## config.mk

```make
export PLATFORM = sky130hd
export DESIGN_NAME = linefill_engine
export DESIGN_NICKNAME = d
export VERILOG_FILES = /design/src/rtl/hybridcache_pkg.sv /design/src/rtl/linefill_engine.sv
export SDC_FILE = /design/constraint.sdc
export NUM_CORES = 1
export LEC_CHECK = 0
export BUFFER_PORTS_ARGS = -buffer_cell sky130_fd_sc_hd__buf_2
export CORE_MARGIN = 2
export CORE_UTILIZATION = 38
export CTS_BUF_LIST = sky130_fd_sc_hd__clkbuf_8
export DETAILED_ROUTE_END_ITERATION = 8
export GPL_TIMING_DRIVEN = 0
export PLACE_DENSITY = 0.84
export SETUP_SLACK_MARGIN = 0.2
export SLEW_MARGIN = 15
export SYNTH_ARGS = -nofsm -noshare
export SYNTH_HDL_FRONTEND = slang
export SYNTH_SLANG_ARGS = --single-unit
```

## constraint.sdc

```tcl
create_clock -name clk -period 1.95 [get_ports clk]
set_input_delay 0.195 -clock clk [delete_from_list [all_inputs] [get_ports clk]]
set_output_delay 0.195 -clock clk [all_outputs]
set_load 0.01 [all_outputs]
```

## src/rtl/hybridcache_pkg.sv

```systemverilog
// hybridcache_pkg
//   Types and constants shared by the hybrid cache blocks.
//   fill_state_t       : line-fill FSM state (IDLE / REQ / DONE)
//   LWB_DEFAULT        : default log2 of words per cache line
//   WORD_OFF_BITS      : byte-offset bits inside one 32-bit word
//   line_off_bits()    : byte-offset bits inside one cache line
package hybridcache_pkg;

  typedef enum logic [1:0] {
    ST_IDLE = 2'd0,
    ST_REQ  = 2'd1,
    ST_DONE = 2'd2
  } fill_state_t;

  localparam int LWB_DEFAULT   = 2;
  localparam int WORD_OFF_BITS = 2;

  function automatic int line_off_bits(input int lwb);
    return lwb + WORD_OFF_BITS;
  endfunction

endpackage

```

## src/rtl/linefill_engine.sv

```systemverilog
// linefill_engine
//   Pops one miss address from the miss queue, fetches the whole cache line
//   from memory as a burst of 2^LINEWORDBITS word beats, and writes each beat
//   into the line RAM as it arrives. Signals completion with a fill_done pulse.
//
// Ports
//   clk, reset            : clock, asynchronous active-high reset
//   req_addr, req_valid   : head of the miss queue
//   req_pop               : one-cycle pop strobe to the miss queue
//   mem_rd, mem_addr      : memory read request / word-aligned beat address
//   mem_ack, mem_rdata    : beat acknowledge with same-cycle read data
//   fill_we/waddr/wdata   : line-RAM write port
//   fill_done             : one-cycle line-complete pulse
//   fill_line             : line base of the last completed or in-progress fill
//   busy                  : FSM is not idle
module linefill_engine
  import hybridcache_pkg::*;
#(
  parameter int ADDRBITS     = 32,
  parameter int DATABITS     = 32,
  parameter int LINEWORDBITS = LWB_DEFAULT
) (
  input  logic                clk,
  input  logic                reset,
  input  logic [ADDRBITS-1:0] req_addr,
  input  logic                req_valid,
  output logic                req_pop,
  output logic                mem_rd,
  output logic [ADDRBITS-1:0] mem_addr,
  input  logic                mem_ack,
  input  logic [DATABITS-1:0] mem_rdata,
  output logic                fill_we,
  output logic [ADDRBITS-1:0] fill_waddr,
  output logic [DATABITS-1:0] fill_wdata,
  output logic                fill_done,
  output logic [ADDRBITS-1:0] fill_line,
  output logic                busy
);

  localparam int OFFBITS = line_off_bits(LINEWORDBITS);
  localparam logic [ADDRBITS-1:0] LINE_MASK = ~(ADDRBITS'((1 << OFFBITS) - 1));
  localparam logic [LINEWORDBITS-1:0] LAST_BEAT = '1;

  fill_state_t             state;
  logic [LINEWORDBITS-1:0] beat;
  logic [ADDRBITS-1:0]     line_base;

  always_ff @(posedge clk or posedge reset) begin
    if (reset) begin
      state     <= ST_IDLE;
      beat      <= '0;
      line_base <= '0;
    end else begin
      case (state)
        ST_IDLE: begin
          if (req_valid) begin
            line_base <= req_addr & LINE_MASK;
            beat      <= '0;
            state     <= ST_REQ;
          end
        end
        ST_REQ: begin
          // beat wraps back to 0 after the last beat, ready for the next line
          if (mem_ack) begin
            beat <= beat + 1'b1;
            if (beat == LAST_BEAT) state <= ST_DONE;
          end
        end
        ST_DONE: state <= ST_IDLE;
        default: state <= ST_IDLE;
      endcase
    end
  end

  // Handshake outputs must react in the same cycle as req_valid / mem_ack, so
  // they are decoded from the state register rather than registered again.
  // req_pop is gated by reset: the async reset forces IDLE, and a pending
  // miss must not be popped while reset is held.
  assign req_pop    = (state == ST_IDLE) && req_valid && !reset;
  assign mem_rd     = (state == ST_REQ);
  assign busy       = (state != ST_IDLE);
  assign fill_done  = (state == ST_DONE);
  assign fill_we    = (state == ST_REQ) && mem_ack;

  // line_base has its offset bits cleared, so OR-ing the beat offset can
  // never carry into the line address.
  assign mem_addr   = line_base | ADDRBITS'({beat, {WORD_OFF_BITS{1'b0}}});
  assign fill_waddr = mem_addr;
  assign fill_wdata = mem_rdata;
  assign fill_line  = line_base;

endmodule

```

### Word level (Yosys, flattened, before mapping)

Index checks and enable logic that the tools add are counted.

* register bits after elaboration: 32
* input port bits: 68
* output and inout bits: 133
* word-level logic and storage cells: 28

* $add $sub $neg: 1
* eq/ne operators: 6
* muxes and demuxes: 7
* bitwise logic cells: 1
* reduce and logical (&&, ||, !) cells: 10

Operator list (count)
* bitwise OR 32 x 4 -> 32 bit: 1
* 2-to-1 mux 2 bit: 5
* case mux 2 bit (2 select lines): 2
* AND reduction 3 bit: 2
* == test 2 bit (second input constant): 2
* inequality test 2 x 1 -> 1 bit (second input constant): 2
* nonzero test 2 bit: 2
* logical AND 1 bit: 3
* adder 2 x 1 -> 2 bit (second input constant): 1
* == test 2 x 1 -> 1 bit (second input constant): 1
* logical NOT 2 bit: 1
* inequality test 2 bit (second input constant): 1
* AND reduction 2 bit: 1
* logical NOT 1 bit: 1

### Depth between registers and ports, before layout

* depth after elaboration: 4
* gate-level depth with buffers: 5
* gate-level depth less buffers: 3

### Least setup slack after synthesis

No wires, ideal clock.

* kind: register -> register
* start: register state[0]
* end: register line_base[22] (netlist: fill_line[22])
* setup time: 0.125 ns
* arrival time: 1.253 ns
* data required time: 1.825 ns
* setup slack: 0.572 ns
* stages on the path, launching flop included: 6
* buffers on the path: 3
* period minus slack after synthesis: 1.378 ns
* cells stage by stage: dfrtp_1 -> buf_6 -> nor3b_4 -> buf_6 -> buf_12 -> mux2_4

* cells in the longest elaborated chain, start to end: 2

Ends and longest elaborated chain
* from (decl): RTL line linefill_engine.sv:44 `fill_state_t state;`
* from (signal assigned): RTL line linefill_engine.sv:50 `state <= ST_IDLE;`
* from (signal assigned): RTL line linefill_engine.sv:59 `state <= ST_REQ;`
* from (signal assigned): RTL line linefill_engine.sv:66 `if (beat == LAST_BEAT) state <= ST_DONE;`
* logical NOT 2 bit: RTL line linefill_engine.sv:54 `case (state)`
* AND reduction 2 bit (no source line)
* to (signal assigned): RTL line linefill_engine.sv:57 `line_base <= req_addr & LINE_MASK;`
* to (decl): RTL line linefill_engine.sv:46 `logic [ADDRBITS-1:0] line_base;`

Every way passes these cells.
A chain may end at the register's enable or synchronous reset.

### Worst setup path after layout

* start: register state[0]
* end: output port req_pop

* cells in the longest elaborated chain, start to end: 3

Ends and longest elaborated chain
* logical NOT 2 bit: RTL line linefill_engine.sv:79 `assign req_pop = (state == ST_IDLE) && req_valid && !reset;`
* logical AND 1 bit (2 in series): RTL line linefill_engine.sv:79
* to (decl): RTL line linefill_engine.sv:27 `output logic req_pop,`

Every way passes these cells.

==> summary.md <==
| Metric | Value |
|---|---|
| Clock Tree Buf Depth | 2 |
| Fmax | 601 MHz |
| XOR/XNOR share of the synthesized area | 0 |
| CTS tree | yes |
| Iter 0 DRT Violations | 40 |
| Die height | 78.0 um |
| Setup crit start kind | flop |
| Layout Nets | 424 |
| Average routed wire per standard cell | 10.8 um |
| Crit Path Max Fanout | 10 |
| Num CTS Buffers | 5 |
| PwrDens | 1620 nW/um^2 |
| Status | completed |
| Initial core utilization | 0.400 |
| ANT nets after route | 0 |
| Total Routing Usage GR | 0.147 |
| Top cells by area, synth | dfrtp_1 (38%), buf_4 (36%), mux2_2 (10%) |
| Min cycle time layout | 1.66 ns |
| First-pass DRT Iterations | 4 |
| Setup TNS | 0 ns |
| Arr. time, crit path | 1.47 ns |
| Max_cap viols | 0 |
| Final setup vio count | 0 |
| First-pass GRT wire length | 7.36 mm |
| Clk_lat worst skew | 0.28 ns |
| Critical Path Sink | req_pop |
| Synthesized area | 2080 sq um |
| Worst slew pin tran | 0.685 ns |
| Worst-case vdd ir drop | 0.000799 V |
| Diodes inserted | 0 |
| Clock skew | 0.00598 ns |
| Setup CP Type | flop to output port |
| Full die area | 6080 sq um |
| Post-layout power | 5.04 mW |
| Core box area | 5200 sq um |
| Total Wirelength | 4.60 mm |
| Mean area per synthesized cell | 11.6 sq um |
| Reg-to-Reg Start | state[0]$_DFFE_PP0P_ |
| Seq/Total Area, Yosys | 0.385 |
| CP endpoint kind | output port |
| Post-Route Utilization | 0.597 |
| H-tree depth | 2 |
| Hold Vio Cnt, Final | 0 |
| Number of port buffers | 156 |
| Routability cong. | 0.696 |
| Vias | 1730 |
| CP required | 1.75 ns |
| Vias/cell | 4.06 |
| Post-synthesis mux area share | 0.168 |
| HP Class | primary input to asynchronous set/reset pin |
| Yosys warns | 0 |
| Drt drc | 0 |
| Worst R2R Setup Slack | 0.43 ns |
| Worst-path clk slew | 0.07 ns |
| Layout area overhead | 49.3% |
| Seq cells post-synth | 32 |
| Pre-CTS WS | 0.453 ns |
| Post-CTS Hold Buffers | 0 |
| Largest area contributor in the netlist | dfrtp_1 |
| Max-slew violation count | 0 |
| Most common cell on crit path | buf_6 |
| Grt ovf | 0 |
| Clock Sinks | 32 |
| CP max stage cell | dfrtp_1 |
| DP HPWL | 3.68 mm |
| Slowest stage delay, CP | 0.37 ns |
| Post-synthesis compound-gate area fraction | 0.0150 |
| CTS root buf | clkbuf_8 |
| Reg2reg path depth | 6 |
| RSZ-0062 raised after global routing | no |
| Slew HR | 0.543 |
| Final setup margin | 0.286 ns |
| Distinct cells, synth | 20 |
| Simple-gate portion of the synthesized area | 0.0451 |
| Reg2reg end | fill_line[24]$_DFFE_PP0P_ |
| Critical Path, Cell by Cell | buf_6, nor3b_4, buf_6, buf_12, and2_1, buf_2 |
| Cell row count | 26 |
| Final period util | 0.853 |
| Largest net degree at the start of global routing | 34 |
| Antenna violations before repair | 0 |
| Fraction of layout cells with a size suffix above 1 | 0.851 |
| Die Wd | 78.0 um |
| Leakage Power | 1.83 nW |
| Vias in the first global route | 1661 |
| Post-synth top area share | 0.385 |
| Largest family of logic cells by synthesized area | buffers and inverters |
| I/O Pins | 201 |
| Adder-cell share of the synthesized area | 0.00601 |
| Synthesized netlist cell count | 180 |
| Crit path launch | state[0]$_DFFE_PP0P_ |
## critical path, delay by kind of cell (launching register included)
| kind | cells | cell delay, ns |
|---|---|---|
| buffers and inverters | 4 | 0.49 |
| AND/OR/NAND/NOR | 2 | 0.33 |
| flip-flops | 1 | 0.37 |
## state kept, by name, indices dropped and copies added (netlist names)
signal	count
beat	2
fill_line	28
state	2
## final cells by class
cell class / count / area, sq um
Buffer: 102 / 786
Clock buffer: 6 / 82.6
Clock inverter: 2 / 10.0
Fill cell: 422 / 2100
Inverter: 1 / 3.75
Multi-Input combinational cell: 52 / 517
Sequential cell: 32 / 802
Tap cell: 70 / 87.6
Timing Repair Buffer: 161 / 818
## Yosys cell counts, drive strengths merged
cell type / instances
conb: 1
nor4bb: 1
buf: 102
mux2: 28
nor3b: 1
and4b: 1
and3: 1
and3b: 2
inv: 1
a211o: 2
dfrtp: 32
nor2b: 2
and2: 2
a31oi: 1
ha: 1
o21bai: 1
or2: 1
## repair_timing
action	CTS	global route
hold endpoints to repair	0	0
buffers inserted	1	4
pin swaps	0	1
resized for setup	1	0
endpoints found under the setup margin	1	1
## worst min-delay path by stage
stage	from	end	slack (ns)	cells past startpoint
floorplan	mem_ack	state[0]$_DFFE_PP0P_	0.30	1
global placement	req_addr[16]	fill_line[16]$_DFFE_PP0P_	0.43	2
detailed placement	reset	fill_line[7]$_DFFE_PP0P_	0.35	2
CTS	reset	fill_line[12]$_DFFE_PP0P_	0.04	2
global route	reset	fill_line[12]$_DFFE_PP0P_	0.07	2
finish	reset	fill_line[22]$_DFFE_PP0P_	0.02	2
## per-layer routing
| metal | GRT usage | part of all wire | vias up |
|---|---|---|---|
| met5 | 0 | 0 | - |
| met4 | 0.0368 | 0.0059 | 0 |
| met3 | 0.0477 | 0.11 | 4 |
| met2 | 0.284 | 0.53 | 117 |
| met1 | 0.151 | 0.35 | 782 |
| li1 | - | - | 827 |
## placed cells by master (no fill, tap or decap)
cell type    n
a211o_1      2
nor3b_4      1
nor4bb_1     1
buf_12       1
conb_1       8
buf_2      156
inv_2        1
and2_1       2
dfrtp_2      1
and3b_1      2
mux2_4       9
and4b_1      1
o21bai_1     1
nor2b_1      2
dfrtp_1     31
clkbuf_8     6
buf_6        2
clkinv_2     2
mux2_2      19
buf_4      104
or2_2        1
and3_1       1
a31oi_1      1
ha_1         1
## through the flow
step / area (sq um) / hold slack [ns] / std cells
2_1_floorplan: 2110 / 0.301 / 187
3_3_place_gp: 2980 / 0.426 / 413
3_5_place_dp: 2980 / 0.349 / 413
4_1_cts: 3080 / 0.0398 / 422
5_1_grt: 3110 / 0.0726 / 426
6_report: 3110 / 0.0212 / 426
## cells by family after synthesis
| family | count (synthesis) |
|---|---|
| AND/OR/NAND/NOR | 11 |
| other | 1 |
| adder cells (fa/ha/maj) | 1 |
| multiplexers | 28 |
| buffers and inverters | 103 |
| AO/OA/AOI/OAI | 4 |
| flip-flops | 32 |
## report_power, final
group          internal [mW]  leakage [nW]  switching, mW
Sequential              1.00         0.380          0.347
Clock                  0.281        0.0510          0.237
Combinational           1.93          1.40           1.24
Total                   3.21          1.83           1.82
Power figures use the tool's default switching activity.
